## src/rtl/dkong_dma_mc.sv

```systemverilog
// Multi-channel memory-to-memory DMA controller.
// Channels are serviced one at a time, lowest index first. Each byte takes
// four granted cycles: address, read, write, then address increment.
//
// state  | meaning
// -------+----------------------------------------------------------------
// IDLE   | no channel active; picks the lowest pending channel and loads it
// REQ    | bus requested; waiting for I_HLDA before moving any data
// XFER   | moving bytes with a 4-phase sequence, frozen while I_HLDA=0
// DONE   | one cycle; pulses O_DONE, drops the bus request, returns to IDLE
module dkong_dma_mc #(
    parameter int NCH = 2,
    parameter int AW  = 10,
    parameter int DW  = 8,
    parameter int CW  = 2
) (
    input  logic              I_CLK,
    input  logic              I_RSTn,
    input  logic              I_CLK_EN,
    input  logic [NCH-1:0]    I_TRIG,
    input  logic [NCH*AW-1:0] I_SRC_BASE,
    input  logic [NCH*AW-1:0] I_DST_BASE,
    input  logic [NCH*AW-1:0] I_LEN,
    input  logic [DW-1:0]     I_DMA_DS,
    input  logic              I_HLDA,
    output logic              O_HRQ,
    output logic [AW-1:0]     O_DMA_AS,
    output logic [AW-1:0]     O_DMA_AD,
    output logic [DW-1:0]     O_DMA_DD,
    output logic              O_DMA_CES,
    output logic              O_DMA_CED,
    output logic              O_DMA_WE,
    output logic [CW-1:0]     O_CH,
    output logic [NCH-1:0]    O_BUSY,
    output logic [NCH-1:0]    O_DONE
);

    typedef enum logic [1:0] {
        S_IDLE = 2'd0,
        S_REQ  = 2'd1,
        S_XFER = 2'd2,
        S_DONE = 2'd3
    } state_t;

    state_t          state;
    logic [1:0]      phase;
    logic [NCH-1:0]  trig_q;
    logic            primed;
    logic [NCH-1:0]  pending;
    logic            rerun;
    logic [CW-1:0]   ch_r;
    logic [AW-1:0]   cnt;
    logic [AW-1:0]   as_r;
    logic [AW-1:0]   ad_r;
    logic [DW-1:0]   dd_r;
    logic            hrq_r;
    logic            ces_r;
    logic            ced_r;
    logic [NCH-1:0]  done_r;

    logic [NCH-1:0]  trig_edge;
    logic [NCH-1:0]  ch_mask;
    logic            any_pend;
    logic [CW-1:0]   sel_idx;
    logic [AW-1:0]   sel_src;
    logic [AW-1:0]   sel_dst;
    logic [AW-1:0]   sel_len;

    // Edge detection is suppressed for the first enabled cycle after reset so a
    // trigger held high through reset is treated as history, not as a new edge.
    assign trig_edge = primed ? (I_TRIG & ~trig_q) : '0;
    assign ch_mask   = NCH'(1) << ch_r;

    // Lowest-index pending channel and its programmed transfer parameters.
    always_comb begin
        any_pend = 1'b0;
        sel_idx  = '0;
        sel_src  = '0;
        sel_dst  = '0;
        sel_len  = '0;
        for (int i = NCH - 1; i >= 0; i--) begin
            if (pending[i]) begin
                any_pend = 1'b1;
                sel_idx  = CW'(i);
                sel_src  = I_SRC_BASE[i*AW +: AW];
                sel_dst  = I_DST_BASE[i*AW +: AW];
                sel_len  = I_LEN[i*AW +: AW];
            end
        end
    end

    // Controller FSM, trigger bookkeeping and all registered outputs.
    always_ff @(posedge I_CLK or negedge I_RSTn) begin
        if (!I_RSTn) begin
            state   <= S_IDLE;
            phase   <= 2'd0;
            trig_q  <= '0;
            primed  <= 1'b0;
            pending <= '0;
            rerun   <= 1'b0;
            ch_r    <= '0;
            cnt     <= '0;
            as_r    <= '0;
            ad_r    <= '0;
            dd_r    <= '0;
            hrq_r   <= 1'b0;
            ces_r   <= 1'b0;
            ced_r   <= 1'b0;
            done_r  <= '0;
        end else if (I_CLK_EN) begin
            primed  <= 1'b1;
            trig_q  <= I_TRIG;
            done_r  <= '0;
            pending <= pending | trig_edge;
            case (state)
                S_IDLE: begin
                    if (any_pend) begin
                        ch_r  <= sel_idx;
                        cnt   <= sel_len;
                        as_r  <= sel_src;
                        ad_r  <= sel_dst;
                        hrq_r <= 1'b1;
                        ces_r <= 1'b1;
                        ced_r <= 1'b1;
                        rerun <= trig_edge[sel_idx];
                        state <= S_REQ;
                    end
                end
                S_REQ: begin
                    if (trig_edge[ch_r]) rerun <= 1'b1;
                    if (I_HLDA) begin
                        phase <= 2'd0;
                        state <= S_XFER;
                    end
                end
                S_XFER: begin
                    if (trig_edge[ch_r]) rerun <= 1'b1;
                    if (I_HLDA) begin
                        phase <= phase + 2'd1;
                        case (phase)
                            2'd1: dd_r <= I_DMA_DS;
                            2'd3: begin
                                as_r <= as_r + AW'(1);
                                ad_r <= ad_r + AW'(1);
                                if (cnt == '0) state <= S_DONE;
                                else           cnt   <= cnt - AW'(1);
                            end
                            default: ;
                        endcase
                    end
                end
                S_DONE: begin
                    // A retrigger seen while active, or an edge this very cycle,
                    // keeps the channel pending so it runs again.
                    pending[ch_r] <= rerun | trig_edge[ch_r];
                    done_r        <= ch_mask;
                    hrq_r         <= 1'b0;
                    ces_r         <= 1'b0;
                    ced_r         <= 1'b0;
                    state         <= S_IDLE;
                end
                default: state <= S_IDLE;
            endcase
        end
    end

    // The write strobe is gated by the grant so a stall removes it immediately.
    assign O_DMA_WE  = (state == S_XFER) && (phase == 2'd2) && I_HLDA;
    assign O_HRQ     = hrq_r;
    assign O_DMA_AS  = as_r;
    assign O_DMA_AD  = ad_r;
    assign O_DMA_DD  = dd_r;
    assign O_DMA_CES = ces_r;
    assign O_DMA_CED = ced_r;
    assign O_CH      = ch_r;
    assign O_DONE    = done_r;
    assign O_BUSY    = pending | ((state != S_IDLE) ? ch_mask : '0);

endmodule

```

## config.mk

```make
export PLATFORM = sky130hd
export DESIGN_NAME = dkong_dma_mc
export DESIGN_NICKNAME = d
export VERILOG_FILES = /design/src/rtl/dkong_dma_mc.sv
export SDC_FILE = /design/constraint.sdc
export NUM_CORES = 1
export LEC_CHECK = 0
export BUFFER_PORTS_ARGS = -buffer_cell sky130_fd_sc_hd__buf_2
export CORE_ASPECT_RATIO = 1.25
export CORE_UTILIZATION = 50
export CTS_BUF_LIST = sky130_fd_sc_hd__clkbuf_8 sky130_fd_sc_hd__clkbuf_16
export CTS_CLUSTER_DIAMETER = 30
export CTS_CLUSTER_SIZE = 24
export DETAILED_ROUTE_END_ITERATION = 16
export PLACE_DENSITY = 0.8
export SETUP_SLACK_MARGIN = 0.3
export SYNTH_ARGS = -nofsm -noshare
export SYNTH_HDL_FRONTEND = slang
export SYNTH_SLANG_ARGS = --single-unit
```

## constraint.sdc

```tcl
create_clock -name I_CLK -period 2.65 [get_ports I_CLK]
set_input_delay 0.1325 -clock I_CLK [delete_from_list [all_inputs] [get_ports I_CLK]]
set_output_delay 0.1325 -clock I_CLK [all_outputs]
set_load 0.01 [all_outputs]
```

==> results.toml, run 1 <==
[placed_design]
placed_area_um2 = 3870
io_buffers = 110
hpwl_mm = 6.13
gp_congestion = 0.853

[layout]
final_area_um2 = 4020
drive_gt1_share_pct = 36.4
area_growth_pct = 21.8
antennaDiodeCount = 0
finalNetCount = 528
mostFrequentLayoutCells = "buf_2 (110), dfrtp_1 (52), a221oi_1 (22)"
layout_commonest_cell = "buf_2"

[clocking]
htreeDepth = 2
path_clk_slew_ns = 0.10
cts_num_sinks = 52
cts.path.max_buffers = 2
cts-root-buf = "clkbuf_8"
cts_buffers = 5
cts_tree = "done"
clock_latency_ns = 0.31

[yosys]
synth.distinct_cells = 58
synthCells = 344
synth_nets = 428
synth-edff-count = 0
syn_avg_cell_area_um2 = 9.59
synth_largest_area_cell = "dfrtp_1"
syn-cell-area_um2 = 3300
synth-seq-area-share_pct = 39.5
netlist.area_leader.share_pct = 39.5
ys_top_cells_by_area = "dfrtp_1 (39%), a221oi_1 (5.8%), ha_1 (3.8%)"
ys_async_sr_fraction_pct = 100
synth-seq-cells = 52
ys.flop_type = "dfrtp_1"
yosys_warnings = 0

[timing]
fin_crit_sh_pct = 83.3
slew_headroom_pct = 62.9
drv_slew = 0
worstMarginPinSlew_ns = 0.555
period_needed_ns = 2.21
setup_violations = 0
setup_tns_ns = 0
fmax_mhz = 453
grt_setup_unrepaired = "false"
skew_ns = 0.0105
hold_viol = 0

[floorplan]
fp.dieH_um = 92.8
die_x_um = 74.6
initial_core_util_pct = 52.5
std_cell_rows = 32
fp.dieArea_um2 = 6930
fp.coreArea_um2 = 6290
pin_count = 112

[routing]
wl_met3_um = 466
ant_nets = 0
m1WireLength_mm = 3.70
wl_met2_mm = 4.26
routedWlPerCell_um = 16.1
initialDrtViolationCount = 187
num_vias = 3194
viasPerCell = 6.03
drt-pass1-iter-count = 4
wl_mm = 8.54
drc = 0
dr.max_layer_used = "met4"

[power_and_ir_drop]
p_seq_share_pct = 34.9
netSwitchingPower_mw = 2.03
power_leakage_nw = 1.86
p_int_mw = 2.57
ir_drop_v = 0.000693
clockPowerShare_pct = 13.0
switching_share_pct = 44.1
p_comb_share_pct = 52.1
powerDensity_nw_per_um2 = 1140

[setup_path]
crit_chain = "inv_1 > ha_2 > nor3b_4 > or4b_1 > buf_4 > a221o_1"
start_kind = "flop"
critPathRequiredTime_ns = 2.84
critPathMaxFanout = 11
path_buf_inv = 2
crit_path_max_incr_delay_ns = 0.62
crit_slowest_cell = "or4b_1"
reg2reg_from = "state[0]"
worstSetupPathType = "flop to flop"
worst-endpoint-arrival_ns = 2.40
startpoint = "state[0]"
cp_top_family = "simple AND/OR/NAND/NOR gates"
endpoint_kind = "flop"

[hold_path]
min_path_type = "input port to flop"
hp-start = "I_DMA_DS[4]"

[status]
status = "finished clean"

[global_route]
grt_pass1_vias = 2983
grt_pass1_wl_mm = 13.8
grt_overflow_total = 0
grt_max_degree = 45
track_usage_pct = 25.7
grt_antenna_before_repair = 0

[flow_run]
maxCapViolations = 0
worst paths after layout:
kind	end	slack (ns)	depth (start not counted)
worst max-delay path	cnt[9]	0.44	6
max in group asynchronous	trig_q[1]	1.75	3
worst max register to register	cnt[9]	0.44	6
worst min register to register	O_DMA_DD[4]	0.51	1
min in group asynchronous	O_DMA_AS[9]	0.25	2
worst min-delay path	O_DMA_DD[4]	0.04	2
cell usage after synthesis, types with 6 or more instances:
cell type / instances
nor3_1: 6
nand4_1: 8
buf_6: 7
clkbuf_1: 15
nand2_1: 18
a211oi_1: 11
o31ai_1: 6
inv_1: 12
ha_1: 10
mux2_2: 11
a221oi_1: 22
nor2_1: 20
nor4_1: 6
a21oi_1: 14
nand3_1: 9
o21ai_0: 17
and4_1: 6
a31oi_1: 11
dfrtp_1: 52
per-layer routing:
metal	vias to the layer above	global-route usage [%]
met4	0	9.91
met3	9	3.70
li1	1541	-
met1	1532	32.8
met2	112	43.1
met5	-	0
state kept, by name, indices dropped and copies added, names as in the netlist:
| name | flops |
|---|---|
| state | 2 |
| O_DMA_CED | 1 |
| phase | 2 |
| O_CH | 1 |
| primed | 1 |
| cnt | 10 |
| O_DMA_AD | 10 |
| pending | 2 |
| trig_q | 2 |
| O_DMA_AS | 10 |
| rerun | 1 |
| O_DONE | 2 |
| O_DMA_DD | 8 |
layout make-up:
type | count | area, um^2
clock buffers | 7 | 96.3
clock inverters | 1 | 30.0
fillers | 544 | 2270
inverters | 12 | 45.0
multi-input cells | 250 | 1780
flip-flops and latches | 52 | 1300
well taps | 85 | 106
repair buffers | 123 | 663
worst reg2reg max path, delay by kind of cell, from the launching register on:
family	cells	cell delay, ns
compound gates	1	0.35
fa+ha+maj	1	0.25
buf+inv	2	0.31
flops	1	0.40
simple gates	2	0.80
power by group through the flow:
stage	clock, mW	sequential (mW)	combinational, mW
3_5_place_dp	0	1.60	2.38
2_1_floorplan	0	1.61	1.67
4_1_cts	0.614	1.59	2.39
3_3_place_gp	0	1.58	2.31
6_report	0.596	1.60	2.40
5_1_grt	0.638	1.67	2.66
metrics by stage:
step	hold WS [ns]	cells	setup slack (ns)	power [mW]	utilization, %
floorplan	-0.163	344	0.446	3.29	-
global placement	0.0547	520	0.386	3.88	61.6
detailed placement	0.0593	520	0.333	3.99	61.6
CTS	0.0384	529	0.310	4.60	63.8
global route	0.0417	530	0.327	4.97	63.9
finish	0.0424	530	0.443	4.60	63.9
repair_timing:
| action | 4_1_cts | 5_1_grt |
|---|---|---|
| gates resized for setup | 0 | 1 |
| endpoints found under the setup margin | 0 | 15 |
| hold buffers | 1 | 0 |
| hold endpoints to repair | 13 | 0 |
| setup buffers | 0 | 1 |
cell families (layout without fill, tap and decap cells):
family	Yosys count	count (layout)	synth area share, %
compound gates	125	125	27.9
simple gates	102	102	17.6
flops	52	52	39.5
buf+inv	42	143	7.13
mux	12	12	4.06
fa+ha+maj	10	10	3.79
other cells	1	1	0.114
Power figures use the tool's default switching activity.
==> run 2, diff against run 1 <==
- clock period: 2.65 -> 2.1 ns (I/O delays scaled with it)
==> results.toml, run 2 (synthesized netlist as in run 1, its figures left out) <==
[status]
status = "finished clean"

[floorplan]
std_cell_rows = 32
die_x_um = 74.6
fp.coreArea_um2 = 6290
fp.dieArea_um2 = 6930
fp.dieH_um = 92.8
pin_count = 112
initial_core_util_pct = 52.5

[routing]
wl_mm = 8.82
initialDrtViolationCount = 184
num_vias = 3347
ant_nets = 0
drt-pass1-iter-count = 4
viasPerCell = 6.07
drc = 0
routedWlPerCell_um = 16.0

[layout]
finalNetCount = 550
fillers = 484
final_cells = 551
antennaDiodeCount = 0
mostFrequentLayoutCells = "buf_2 (111), dfrtp_1 (51), buf_4 (27)"
area_growth_pct = 31.0
layout_commonest_cell = "buf_2"
drive_gt1_share_pct = 44.2

[setup_path]
critPathMaxFanout = 6
reg2reg_slack_ns = 0.12
endpoint_kind = "flop"
r2r_cells = 6
r2r-end = "cnt[1]"
worst-endpoint-arrival_ns = 2.18
start_kind = "flop"
crit_chain = "ha_4 > mux2i_1 > or4b_4 > buf_6 > nor2_4 > mux2_4"
worstSetupPathType = "flop to flop"
cp_top_family = "simple AND/OR/NAND/NOR gates"
crit_path_max_incr_delay_ns = 0.55
reg2reg_from = "state[1]"
critPathRequiredTime_ns = 2.30
crit_slowest_cell = "or4b_4"
path_buf_inv = 1

[global_route]
grt_pass1_vias = 3048
grt_max_degree = 30
track_usage_pct = 25.9
grt_pass1_wl_mm = 14.0
grt_overflow_total = 0
grt_antenna_before_repair = 0

[power_and_ir_drop]
netSwitchingPower_mw = 2.76
p_int_mw = 3.49
clockPowerShare_pct = 9.8
p_seq_share_pct = 32.8
ir_drop_v = 0.000704
p_comb_share_pct = 57.4
switching_share_pct = 44.2
power_leakage_nw = 2.00
powerDensity_nw_per_um2 = 1440

[clocking]
cts_buffers = 5
htreeDepth = 2
path_clk_slew_ns = 0.09
cts_tree = "done"
cts-root-buf = "clkbuf_8"
clock_latency_ns = 0.31
cts.path.max_buffers = 2
cts_num_sinks = 52

[placed_design]
placedCellCount = 533
gp_congestion = 0.856
io_buffers = 110
hpwl_mm = 6.24

[timing]
hold_viol = 0
setup_violations = 0
period_needed_ns = 1.98
drv_slew = 0
worstMarginPinSlew_ns = 0.619
slew_headroom_pct = 58.7
setup_tns_ns = 0
fmax_mhz = 504
grt_setup_unrepaired = "true"
skew_ns = 0.00902
fin_crit_sh_pct = 94.5

[hold_path]
whs_path_depth = 2
hold-path-endpoint = "O_DMA_DD[4]"
min_path_type = "input port to flop"
hp-start = "I_DMA_DS[4]"

[flow_run]
maxCapViolations = 0
-- run 2: worst max-delay path by stage --
stage,from,to,cells past startpoint
floorplan,state[0],cnt[1],8
global placement,state[1],cnt[1],7
detailed placement,state[1],O_DMA_AS[4],8
CTS,state[1],cnt[1],7
global route,state[0],cnt[1],7
finish,state[1],cnt[1],6
-- run 2: final cells by class --
class | instances | area (um^2) | share of cell area (%)
multi-input combinational | 250 | 1900 | 44.0
tap | 85 | 106 | 2.46
timing repair buffer | 145 | 867 | 20.1
sequential | 52 | 1300 | 30.1
inverter | 12 | 45.0 | 1.04
clock buffer | 7 | 96.3 | 2.23
-- run 2: layer usage --
metal  up-vias  track usage (%)  wire [um]
met4         0             7.70        146
met5         -                0          0
li1       1591                -          -
met2       118             43.2       4390
met3        14             4.13        482
met1      1624             34.0       3800
-- run 2: through the flow --
step	setup WS [ns]	hold WS [ns]	util, %	instance area, um^2	power (mW)
global placement	0.137	0.145	64.0	4020	5.15
floorplan	0.000524	-0.191	-	3340	4.22
detailed placement	0.0420	0.151	64.0	4020	5.28
CTS	0.108	0.0261	67.4	4240	6.10
finish	0.115	0.0303	68.7	4320	6.24
global route	0.0476	0.0203	68.7	4320	6.72
-- run 2: worst register-to-register path: cells and delay by family (launching register included) --
| family | cells | cell delay, ns |
|---|---|---|
| multiplexers | 2 | 0.44 |
| flip-flops | 1 | 0.45 |
| AND/OR/NAND/NOR | 2 | 0.64 |
| adder cells (fa/ha/maj) | 1 | 0.19 |
| buffers and inverters | 1 | 0.16 |
-- run 2: power by group through the flow --
stage          logic, mW  registers, mW  clock network [mW]
3_5_place_dp        3.25           2.03                   0
5_1_grt             3.94           2.13               0.658
6_report            3.58           2.05               0.615
4_1_cts             3.45           2.03               0.628
3_3_place_gp        3.15           2.01                   0
2_1_floorplan       2.18           2.04                   0
-- run 2: repair_timing --
action | in CTS | in global routing
setup endpoints to repair | 40 | 33
cloned | 1 | 1
endpoints found under the hold margin | 25 | 0
hold buffers | 1 | 0
pin swaps | 1 | 3
buffers inserted | 5 | 3
gates resized for setup | 16 | 11
